==> src/rtl/sifreleme_yurutme_asamasi.sv <==
// Crypto execute stage: one operand register stage in front of the
// combinational sifreleme_birimi, followed by a credit-guarded result FIFO
// drained by writeback.
//
// Operation encoding (kontrol):
//   0 HMDST  popcount(deger1 ^ deger2)
//   1 PKG    {deger2[15:0], deger1[15:0]}
//   2 RVRS   byte reverse of deger1
//   3 SLADD  (deger1 << 1) + deger2
//   4 CNTZ   trailing zero count of deger1 (32 when deger1 == 0)
//   5 CNTP   popcount of deger1
//   6,7      unsupported: result 0, gecersiz = 1

// Combinational crypto unit, fixed 32-bit datapath.
module sifreleme_birimi (
    input  logic [2:0]  kontrol,
    input  logic [31:0] deger1,
    input  logic [31:0] deger2,
    output logic [31:0] sonuc,
    output logic        gecersiz
);
    localparam logic [2:0] SIFRELEME_HMDST = 3'd0;
    localparam logic [2:0] SIFRELEME_PKG   = 3'd1;
    localparam logic [2:0] SIFRELEME_RVRS  = 3'd2;
    localparam logic [2:0] SIFRELEME_SLADD = 3'd3;
    localparam logic [2:0] SIFRELEME_CNTZ  = 3'd4;
    localparam logic [2:0] SIFRELEME_CNTP  = 3'd5;

    function automatic logic [5:0] bit_say(input logic [31:0] x);
        logic [5:0] n;
        n = 6'd0;
        for (int i = 0; i < 32; i++) begin
            n = n + {5'd0, x[i]};
        end
        return n;
    endfunction

    function automatic logic [5:0] sondaki_sifir(input logic [31:0] x);
        logic [5:0] n;
        logic       bulundu;
        n       = 6'd32;
        bulundu = 1'b0;
        for (int i = 0; i < 32; i++) begin
            if (!bulundu && x[i]) begin
                n       = 6'(i);
                bulundu = 1'b1;
            end
        end
        return n;
    endfunction

    // Operation select; unsupported codes yield zero and raise gecersiz.
    always_comb begin
        sonuc    = 32'd0;
        gecersiz = 1'b0;
        case (kontrol)
            SIFRELEME_HMDST: sonuc = {26'd0, bit_say(deger1 ^ deger2)};
            SIFRELEME_PKG:   sonuc = {deger2[15:0], deger1[15:0]};
            SIFRELEME_RVRS:  sonuc = {deger1[7:0], deger1[15:8], deger1[23:16], deger1[31:24]};
            SIFRELEME_SLADD: sonuc = {deger1[30:0], 1'b0} + deger2;
            SIFRELEME_CNTZ:  sonuc = {26'd0, sondaki_sifir(deger1)};
            SIFRELEME_CNTP:  sonuc = {26'd0, bit_say(deger1)};
            default:         gecersiz = 1'b1;
        endcase
    end
endmodule

// Execute-stage wrapper with issue/writeback handshakes and flush.
module sifreleme_yurutme_asamasi #(
    parameter int FIFO_DERINLIK = 4,
    parameter int VERI_GENISLIK = 32
) (
    input  logic                     clk_i,
    input  logic                     rst_ni,
    input  logic                     giris_gecerli_i,
    output logic                     giris_hazir_o,
    input  logic [2:0]               kontrol_i,
    input  logic [VERI_GENISLIK-1:0] deger1_i,
    input  logic [VERI_GENISLIK-1:0] deger2_i,
    input  logic [4:0]               hedef_yazmac_i,
    input  logic                     temizle_i,
    output logic                     cikis_gecerli_o,
    input  logic                     cikis_hazir_i,
    output logic [VERI_GENISLIK-1:0] sonuc_o,
    output logic [4:0]               hedef_yazmac_o,
    output logic                     gecersiz_islem_o
);
    localparam int PTR_W = $clog2(FIFO_DERINLIK);
    localparam int CNT_W = PTR_W + 1;

    // Stage-1 operand registers
    logic                     asama1_gecerli;
    logic [2:0]               asama1_kontrol;
    logic [VERI_GENISLIK-1:0] asama1_deger1;
    logic [VERI_GENISLIK-1:0] asama1_deger2;
    logic [4:0]               asama1_hedef;

    // Result FIFO storage and bookkeeping
    logic [VERI_GENISLIK-1:0] sonuc_mem    [FIFO_DERINLIK];
    logic [4:0]               hedef_mem    [FIFO_DERINLIK];
    logic                     gecersiz_mem [FIFO_DERINLIK];
    logic [PTR_W-1:0]         yaz_ptr;
    logic [PTR_W-1:0]         oku_ptr;
    logic [CNT_W-1:0]         sayac;

    // Ready is held low until the first edge after reset release.
    logic                     aktif;

    logic [VERI_GENISLIK-1:0] birim_sonuc;
    logic                     birim_gecersiz;
    logic [CNT_W:0]           doluluk;
    logic                     kabul;
    logic                     yaz;
    logic                     oku;

    sifreleme_birimi u_birim (
        .kontrol  (asama1_kontrol),
        .deger1   (asama1_deger1),
        .deger2   (asama1_deger2),
        .sonuc    (birim_sonuc),
        .gecersiz (birim_gecersiz)
    );

    // Credit: buffered plus in-flight entries must leave room for one more,
    // so a stage-1 push can never overflow the FIFO. Registers only.
    always_comb begin
        doluluk        = {1'b0, sayac} + {{CNT_W{1'b0}}, asama1_gecerli};
        giris_hazir_o  = aktif && (doluluk < (CNT_W+1)'(FIFO_DERINLIK));
        kabul          = giris_gecerli_i && giris_hazir_o;
        cikis_gecerli_o = (sayac != '0);
        oku            = cikis_gecerli_o && cikis_hazir_i;
        yaz            = asama1_gecerli && !temizle_i;
    end

    // Head view; everything reads zero while the FIFO is empty.
    always_comb begin
        sonuc_o          = '0;
        hedef_yazmac_o   = '0;
        gecersiz_islem_o = 1'b0;
        if (cikis_gecerli_o) begin
            sonuc_o          = sonuc_mem[oku_ptr];
            hedef_yazmac_o   = hedef_mem[oku_ptr];
            gecersiz_islem_o = gecersiz_mem[oku_ptr];
        end
    end

    // Reset-release flag for the ready output.
    always_ff @(posedge clk_i or negedge rst_ni) begin
        if (!rst_ni) aktif <= 1'b0;
        else         aktif <= 1'b1;
    end

    // Stage-1 valid: set on accept, dropped otherwise or on flush.
    always_ff @(posedge clk_i or negedge rst_ni) begin
        if (!rst_ni)        asama1_gecerli <= 1'b0;
        else if (temizle_i) asama1_gecerli <= 1'b0;
        else                asama1_gecerli <= kabul;
    end

    // Stage-1 operand capture; payload needs no reset, valid qualifies it.
    always_ff @(posedge clk_i) begin
        if (kabul) begin
            asama1_kontrol <= kontrol_i;
            asama1_deger1  <= deger1_i;
            asama1_deger2  <= deger2_i;
            asama1_hedef   <= hedef_yazmac_i;
        end
    end

    // FIFO entry write; storage contents are masked by the count at the output.
    always_ff @(posedge clk_i) begin
        if (yaz) begin
            sonuc_mem[yaz_ptr]    <= birim_sonuc;
            hedef_mem[yaz_ptr]    <= asama1_hedef;
            gecersiz_mem[yaz_ptr] <= birim_gecersiz;
        end
    end

    // Pointers and count; flush wins over push and pop.
    always_ff @(posedge clk_i or negedge rst_ni) begin
        if (!rst_ni) begin
            yaz_ptr <= '0;
            oku_ptr <= '0;
            sayac   <= '0;
        end else if (temizle_i) begin
            yaz_ptr <= '0;
            oku_ptr <= '0;
            sayac   <= '0;
        end else begin
            if (yaz) yaz_ptr <= yaz_ptr + PTR_W'(1);
            if (oku) oku_ptr <= oku_ptr + PTR_W'(1);
            case ({yaz, oku})
                2'b10:   sayac <= sayac + CNT_W'(1);
                2'b01:   sayac <= sayac - CNT_W'(1);
                default: sayac <= sayac;
            endcase
        end
    end
endmodule

==> config.mk <==
export PLATFORM = sky130hd
export DESIGN_NAME = sifreleme_yurutme_asamasi
export DESIGN_NICKNAME = d
export VERILOG_FILES = /design/src/rtl/sifreleme_yurutme_asamasi.sv
export SDC_FILE = /design/constraint.sdc
export NUM_CORES = 1
export LEC_CHECK = 0
export ABC_AREA = 1
export CAP_MARGIN = 20
export CELL_PAD_IN_SITES_DETAIL_PLACEMENT = 0
export CELL_PAD_IN_SITES_GLOBAL_PLACEMENT = 1
export CORE_ASPECT_RATIO = 1.1
export CORE_UTILIZATION = 35
export DETAILED_ROUTE_END_ITERATION = 6
export PLACE_DENSITY_LB_ADDON = 0.1
export SYNTH_ARGS = -nofsm -noshare
export SYNTH_HDL_FRONTEND = slang
export SYNTH_SLANG_ARGS = --single-unit
==> constraint.sdc <==
create_clock -name clk_i -period 6.5 [get_ports clk_i]
set_input_delay 1.3 -clock clk_i [delete_from_list [all_inputs] [get_ports clk_i]]
set_output_delay 1.3 -clock clk_i [all_outputs]
set_load 0.005 [all_outputs]
==> metrics <==
root buffer cell clkbuf_16; IO Count roughly 120; Clock Sinks around 230; number of buffers added on ports approximately 120; GR Util met3 0.0220; gp weighted congestion 0.872; Synth top cells by count 224 x edfxtp_1, 214 x nor2_1, 140 x nand2_1; max cap viols 0; syn_nets 1438; f_max ~160 MHz; total core area 36400 µm²; Yosys top cell by area edfxtp_1; hold_buf cts 0; Mapped Avg Cell Area 10.4 µm²; yosys warns 0; top-count cell post-synth edfxtp_1; CTS Buffer Depth 3; vias per cell roughly 5.0; number of global-route vias before repair around 9600; post-DR wirelength/cell ~21 µm; asr flop ratio synth 0.0386; EDFF count, synth 224; die height 205 µm; Critical Path RT approximately 6.8 ns; Synth area leaders edfxtp_1 52%, fa_1 7.7%, nor2_1 6.2%; Area Growth Syn to Fin 20.6%; maximum vdd drop around 0.6 mV; number of remaining DRC errors 0; Vias 9454; number of routed nets with antenna violations 0; Congestion Overflow GR 0; Final Skew 0.0150 ns; Initial Util 0.358; # rows 73; worst relative slew slack 0.379; TritonCTS clock tree yes; number of antenna diodes 0; post-layout min period roughly 6 ns; final setup vio count 0; Worst Setup Path Type reg -> reg; TNS Setup 0 ns; Syn Inst Count 1259; Nets 1567; Post-Syn Area 13000 µm²; drt total wl a little under 40000 µm; Worst-path clk slew 0.06 ns; final core occ 0.432; Fin. Hold Viols 0; share of layout cells above drive strength 1 0.0641; crit path DAT roughly 6.4 ns; Min-Delay Path Class reg -> reg; worst-skew pair later-pin latency 0.54 ns; Worst-Margin Slew just over 0.9 ns; post-synthesis cell type count 49; Global Route Usage Sum 0.214; initial antenna violation count 0; CP Launch Type flip-flop; sequential element share of the synthesized area 0.533; H-Tree Depth 1; M1 GR Usage 0.257; CP endpoint kind flip-flop; global route hottest layer met2; Die Span X 186 µm; first-pass GRT wire length just under 60000 µm; RSZ-0062 raised after global routing false; starting DRC count in detailed routing 623; met2 usage 0.385; total CTS buffers 27; prevailing post-synth register cell edfxtp_1; part of the cycle the worst path needs 0.949; Die ar. 38100 µm²; largest net degree at the start of global routing slightly below 80; PD cells about 450 nW/µm²; DRT Pass-1 Iters 5; Yosys top cell area share 0.516; max-slew violations 0; Leak ~0.006 µW; critical-path maximum fanout 4; status complete, no violations; synthesized flop and latch total 233; detailed placer's ending HPWL ~30000 µm
==> sequential cells by signal, indices dropped and copies added, names as in the netlist, 2 cells and up <==
| name | flops |
|---|---|
| yaz_ptr | 2 |
| asama1_deger2 | 32 |
| sonuc_mem | 128 |
| asama1_deger1 | 32 |
| asama1_hedef | 5 |
| asama1_kontrol | 3 |
| oku_ptr | 2 |
| gecersiz_mem | 4 |
| hedef_mem | 20 |
| sayac | 3 |
==> path summary, 6_finish.rpt <==
path | start | end | slack [ns] | cells after the start
max | asama1_deger1[0]$_DFFE_PP_ | sonuc_mem[1][4]$_DFFE_PP_ | 0.33 | 17
min | asama1_hedef[4]$_DFFE_PP_ | hedef_mem[0][4]$_DFFE_PP_ | 0.50 | 0
max reg2reg | asama1_deger1[0]$_DFFE_PP_ | sonuc_mem[1][4]$_DFFE_PP_ | 0.33 | 17
min reg2reg | asama1_hedef[4]$_DFFE_PP_ | hedef_mem[0][4]$_DFFE_PP_ | 0.50 | 0
max in group asynchronous | rst_ni | oku_ptr[0]$_DFFE_PN0P_ | 5.12 | 1
min in group asynchronous | rst_ni | sayac[2]$_DFFE_PN0P_ | 1.06 | 1
==> layer usage <==
| layer | up-vias | routed length [µm] |
|---|---|---|
| met3 | 79 | 1510 |
| met4 | 0 | 1760 |
| met5 | - | 0 |
| met2 | 238 | 20200 |
| met1 | 4517 | 16100 |
| li1 | 4620 | - |
==> area by class of cell <==
| cell class | count | area, µm² |
|---|---|---|
| fill | 3504 | 20700 |
| clock inverter | 13 | 135 |
| multi-input combinational | 858 | 5520 |
| inverter | 133 | 499 |
| tap | 487 | 609 |
| clock buffer | 32 | 694 |
| timing repair buffer | 135 | 1320 |
| sequential | 233 | 6950 |
==> cells in the final DEF (no fill, tap or decap), types with 18 or more instances in the layout <==
cell type and count:
inv_1 127, clkdlybuf4s50_1 116, o21ai_0 107, fa_1 50, a21oi_1 85, edfxtp_1 224, nand3_1 42, nand2_1 139
ha_1 52, buf_4 18, clkbuf_16 27, xor2_1 30, nor2_1 209
==> cells by family (layout without fill, tap and decap cells) <==
group,count (synthesis),after routing,share of synthesized area
AO/OA/AOI/OAI,259,259,0.112
AND/OR/NAND/NOR,456,456,0.153
flip-flops,233,233,0.533
buffers and inverters,168,313,0.0483
other,1,1,0.000287
XOR/XNOR,40,40,0.0269
adder cells (fa/ha/maj),102,102,0.127
==> through the flow <==
stage | hold slack (ns) | instance area (µm²) | setup slack [ns] | power [µW] | std cells
after floorplan | 0.459 | 13000 | 0.627 | 4360 | 1259
after global placement | 0.488 | 14900 | 0.302 | 5620 | 1845
after detailed placement | 0.495 | 14900 | 0.268 | 5620 | 1845
after CTS | 0.508 | 15700 | 0.250 | 7090 | 1890
after global routing | 0.531 | 15700 | 0.0428 | 7690 | 1891
final | 0.498 | 15700 | 0.334 | 7030 | 1891
==> report_power, final <==
group | leakage (µW) | switching, µW | internal (µW)
clock network | 0.000404 | 569 | 869
registers | 0.00218 | 67.1 | 1820
logic | 0.00341 | 2140 | 1570
==> worst max-delay path: stages (launching register included) <==
cell	delay, ns
edfxtp_1	0.44
xor2_1	0.20
ha_1	0.32
fa_1	0.52
fa_1	0.52
fa_1	0.54
fa_1	0.52
fa_1	0.52
fa_1	0.56
inv_1	0.06
fa_1	0.45
fa_1	0.41
o21ai_1	0.17
a21oi_1	0.09
xor2_1	0.14
o22ai_1	0.10
nor3_1	0.18
nand2_2	0.14
==> what timing repair did <==
item	in CTS	in global routing
buffers inserted	0	0
gates resized for setup	0	3
setup endpoints to repair	0	8
Power figures use the tool's default switching activity.
